`src/rtl/piso_serializer.sv`:
```
// piso_serializer: valid/ready PISO transmitter with one-word holding buffer,
// MSB-first serial output and optional inter-word idle gap.
`default_nettype none

module piso_serializer #(
   parameter int WIDTH = 4,
   parameter int GAP   = 0
) (
   input  logic             clk,
   input  logic             rst,
   input  logic [WIDTH-1:0] din,
   input  logic             din_valid,
   output logic             din_ready,
   output logic             so,
   output logic             so_valid,
   output logic             word_start,
   output logic             word_done,
   output logic             busy
);

   localparam int            BW       = $clog2(WIDTH);
   localparam logic [BW-1:0] LAST_BIT = BW'(WIDTH - 1);
   localparam logic [3:0]    GAP_INIT = 4'(GAP);
   localparam bit            NO_GAP   = (GAP == 0);

   localparam logic [1:0] S_IDLE  = 2'd0;
   localparam logic [1:0] S_SHIFT = 2'd1;
   localparam logic [1:0] S_GAP   = 2'd2;

   logic [1:0]       r_state;
   logic [WIDTH-1:0] r_hold;
   logic             r_hold_full;
   logic [WIDTH-1:0] r_shreg;
   logic [BW-1:0]    r_bitcnt;
   logic [3:0]       r_gapcnt;

   logic w_in_shift;
   logic w_last;
   logic w_accept;
   logic w_xfer;

   assign w_in_shift = (r_state == S_SHIFT);
   assign w_last     = w_in_shift && (r_bitcnt == LAST_BIT);
   assign w_accept   = din_valid && din_ready;

   // Accept needs an empty buffer and transfer needs a full one, so they never collide.
   assign w_xfer = r_hold_full &&
                   ((r_state == S_IDLE) ||
                    (w_last && NO_GAP) ||
                    ((r_state == S_GAP) && (r_gapcnt == 4'd1)));

   always_ff @(posedge clk or negedge rst) begin
      if (!rst) begin
         r_state     <= S_IDLE;
         r_hold      <= '0;
         r_hold_full <= 1'b0;
         r_shreg     <= '0;
         r_bitcnt    <= '0;
         r_gapcnt    <= '0;
      end else begin
         if (w_accept) begin
            r_hold      <= din;
            r_hold_full <= 1'b1;
         end else if (w_xfer) begin
            r_hold_full <= 1'b0;
         end

         if (r_state == S_GAP) begin
            r_gapcnt <= r_gapcnt - 4'd1;
         end

         if (w_xfer) begin
            r_shreg  <= r_hold;
            r_bitcnt <= '0;
            r_state  <= S_SHIFT;
         end else begin
            case (r_state)
               S_IDLE: begin
               end
               S_SHIFT: begin
                  r_shreg <= r_shreg << 1;
                  if (w_last) begin
                     r_bitcnt <= '0;
                     if (NO_GAP) begin
                        r_state <= S_IDLE;
                     end else begin
                        r_state  <= S_GAP;
                        r_gapcnt <= GAP_INIT;
                     end
                  end else begin
                     r_bitcnt <= r_bitcnt + 1'b1;
                  end
               end
               S_GAP: begin
                  if (r_gapcnt == 4'd1) begin
                     r_state <= S_IDLE;
                  end
               end
               default: begin
                  r_state <= S_IDLE;
               end
            endcase
         end
      end
   end

   assign din_ready  = rst && !r_hold_full;
   assign so         = w_in_shift && r_shreg[WIDTH-1];
   assign so_valid   = w_in_shift;
   assign word_start = w_in_shift && (r_bitcnt == '0);
   assign word_done  = w_last;
   assign busy       = (r_state != S_IDLE) || r_hold_full;

endmodule

`default_nettype wire

```
`config.mk`:
```
export PLATFORM = sky130hd
export DESIGN_NAME = piso_serializer
export DESIGN_NICKNAME = d
export VERILOG_FILES = /design/src/rtl/piso_serializer.sv
export SDC_FILE = /design/constraint.sdc
export NUM_CORES = 1
export LEC_CHECK = 0
export ABC_AREA = 1
export ABC_CLOCK_PERIOD_IN_PS = 940
export CAP_MARGIN = 20
export CORE_ASPECT_RATIO = 0.8
export CORE_MARGIN = 2
export CORE_UTILIZATION = 35
export DETAILED_ROUTE_END_ITERATION = 8
export DONT_BUFFER_PORTS = 1
export PLACE_DENSITY_LB_ADDON = 0.1
export SLEW_MARGIN = 30
export SYNTH_ARGS = -nofsm -noshare
export SYNTH_HDL_FRONTEND = slang
export SYNTH_SLANG_ARGS = --single-unit
export TNS_END_PERCENT = 50
```
`constraint.sdc`:
```
create_clock -name clk -period 0.94 [get_ports clk]
set_input_delay 0.188 -clock clk [delete_from_list [all_inputs] [get_ports clk]]
set_output_delay 0.188 -clock clk [all_outputs]
set_load 0.05 [all_outputs]
```
==> impl_metrics.py <==
metrics = {
    "sta": {
        "fin_crit_sh_pct": 147,
        "relSlewSlack_pct": 62.7,
        "finalSetupViolCount": 17,
        "post-route-min-period_ps": 1380,
        "fin_skew_ps": 2.94,
        "fin_ws_ps": -438,
        "fmax_mhz": 726,
        "holdWs_ps": 48.5,
        "rsz0062_at_grt": "true",
        "tightest_slew_ps": 558,
        "slew_viol_final": 0,
        "finalHoldViolations": 0,
    },
    "worst_setup_path": {
        "crit_fanout": 3,
        "worst_setup_path_end_kind": "output pin",
        "arrival_ps": 1190,
        "cp_data_required_time_ps": 750,
        "crit_type": "flop to output pin",
        "worstSetupStartpointType": "flop",
    },
    "global_route": {
        "use_met3_pct": 3.24,
        "grt_util_met2_pct": 19.5,
        "grt_max_degree": 13,
        "antenna_found_initial": 0,
        "grt_pass1_vias": 470,
        "top_usage_layer": "met2",
        "grt_pass1_wl_um": 2170,
        "grtUsageMet1_pct": 19.3,
        "gr-total-overflow": 0,
        "grt_use_total_pct": 13.9,
    },
    "cts": {
        "clockBufferDepth": 2,
        "clock-sinks": 12,
        "root_buffer": "clkbuf_4",
        "cts-buffers-inserted": 3,
        "cts_tree": "built",
        "clkLatencyLatePin_ps": 270,
        "path_clk_slew_ps": 80,
        "cts-htree-levels": 1,
    },
    "cells_and_area": {
        "diodes": 0,
        "fin_cells": 108,
        "final_area_um2": 847,
        "layout_common_cells": "nand2_1 (16), dfrtp_1 (11), nand3_1 (8)",
        "layout_commonest_cell": "nand2_1",
        "nNetsFinal": 96,
        "drive_gt1_share_pct": 44.2,
        "area_delta_synth_final_pct": 34.6,
        "final_util_pct": 51.1,
    },
    "detailed_routing": {
        "wl_per_cell_um": 11.4,
        "vias_per_cell": 4.41,
        "drt_pass1_iterations": 4,
        "drc": 0,
        "vias": 476,
        "drtIter0Drc": 8,
        "ant_nets": 0,
        "wirelength_um": 1230,
    },
    "place": {
        "port_buffers": 0,
        "dp_cells": 99,
        "gp_congestion": 0.717,
        "placed_cell_area_um2": 723,
        "dpl.hpwl_um": 844,
    },
    "yosys": {
        "synth.area.top_cells": "dfrtp_1 (48%), nand2_1 (13%), inv_1 (6.6%), nand3_1 (6.4%), nand3_2 (6.4%)",
        "yosys.area.top_type": "dfrtp_1",
        "yosysSeqAreaShare_pct": 47.7,
        "syn_inst": 71,
        "synth_area_um2": 629,
        "syn_avg_cell_area_um2": 8.86,
        "syn-num-nets": 80,
        "synth_cell_types": 14,
        "synth_seq_cells": 12,
        "yosys_warnings": 0,
        "yosysTopAreaCellShare_pct": 47.7,
    },
    "die": {
        "ios": 13,
        "die_w_um": 51.4,
        "fp-row-count": 13,
        "coreArea_um2": 1660,
        "dieHeight_um": 41.9,
        "start_util_pct": 37.9,
        "dieArea_um2": 2160,
    },
    "flow_run": {
        "drv_cap": 0,
    },
    "pwr": {
        "vdd_drop_max_mv": 1.60,
        "p_per_area_nw_per_um2": 3590,
        "leakage_nw": 0.421,
        "total_power_mw": 3.04,
    },
    "status": {
        "status": "finished, violations left",
        "failed_checks": "setup timing",
    },
    "worst_hold_path": {
        "min_path_type": "primary input to flop",
    },
}
==> worst max-delay path, cell delays in order (launching register included) <==
cell and delay, ps:
dfrtp_1 380, inv_1 60, ha_2 170, nand2_2 80, clkinvlp_4 230
==> report_power, final <==
group	switching [mW]	internal [mW]	total [mW]	leakage, nW
logic	1.05	0.668	1.72	0.250
registers	0.169	0.743	0.912	0.150
clock network	0.178	0.235	0.413	0.0210
total	1.40	1.65	3.04	0.421
==> through the flow <==
step                setup slack (ps)  setup TNS [ps]
floorplan                       -188           -1960
global placement                -180           -1690
detailed placement              -189           -1910
CTS                             -448           -3450
global route                    -490           -4220
finish                          -438           -3300
==> logic make-up after synthesis <==
kind of cell / count (synthesis) / synth area share, %
AO/OA/AOI/OAI: 3 / 2.38
adder cells (fa/ha/maj): 2 / 3.98
buffers and inverters: 13 / 9.34
flip-flops: 12 / 47.7
AND/OR/NAND/NOR: 41 / 36.6
==> worst paths after layout <==
| check | depth (start not counted) | slack (ps) | to | start |
|---|---|---|---|---|
| max reg2reg | 6 | -160 | r_shreg[1] | r_hold_full |
| min in group asynchronous | 1 | 340 | r_shreg[2] | rst |
| min | 2 | 50 | r_hold[2] | din[2] |
| max | 4 | -440 | word_start | r_bitcnt[1] |
| max in group asynchronous | 1 | 200 | r_state[0] | rst |
| min reg2reg | 2 | 480 | r_hold[3] | r_hold[3] |
==> registers in the layout, indices dropped and copies added, names as in the netlist <==
| register | flops |
|---|---|
| r_bitcnt | 2 |
| r_state | 1 |
| r_shreg | 4 |
| r_hold_full | 1 |
| r_hold | 4 |
==> cell usage after synthesis <==
cell type	count
buf_6	1
dfrtp_1	12
ha_1	2
inv_1	11
inv_4	1
nand2_1	21
nand2_2	1
nand2_4	2
nand3_1	8
nand3_2	4
nor2_1	3
nor2_4	1
nor2_8	1
o21ai_1	3
==> cell type report <==
cell class	count	area (µm²)
timing repair buffer	12	128
multi-input combinational	46	295
clock buffer	4	36.3
tap	22	27.5
fill	169	812
sequential	12	302
inverter	12	58.8
==> layer usage <==
metal,share of wire (%),up-vias,wire (µm)
met1,50,218,613
met2,46,6,570
li1,-,250,-
met5,0,-,0
met3,2.8,2,34
met4,1.2,0,15
==> what timing repair did <==
action | in CTS | in global routing
endpoints found under the setup margin | 17 | 18
hold buffers | 1 | 0
pin swaps | 2 | 1
setup buffers | 4 | 2
resized for setup | 10 | 7
endpoints found under the hold margin | 12 | 0
No activity file was read; power rests on OpenSTA's default activity.
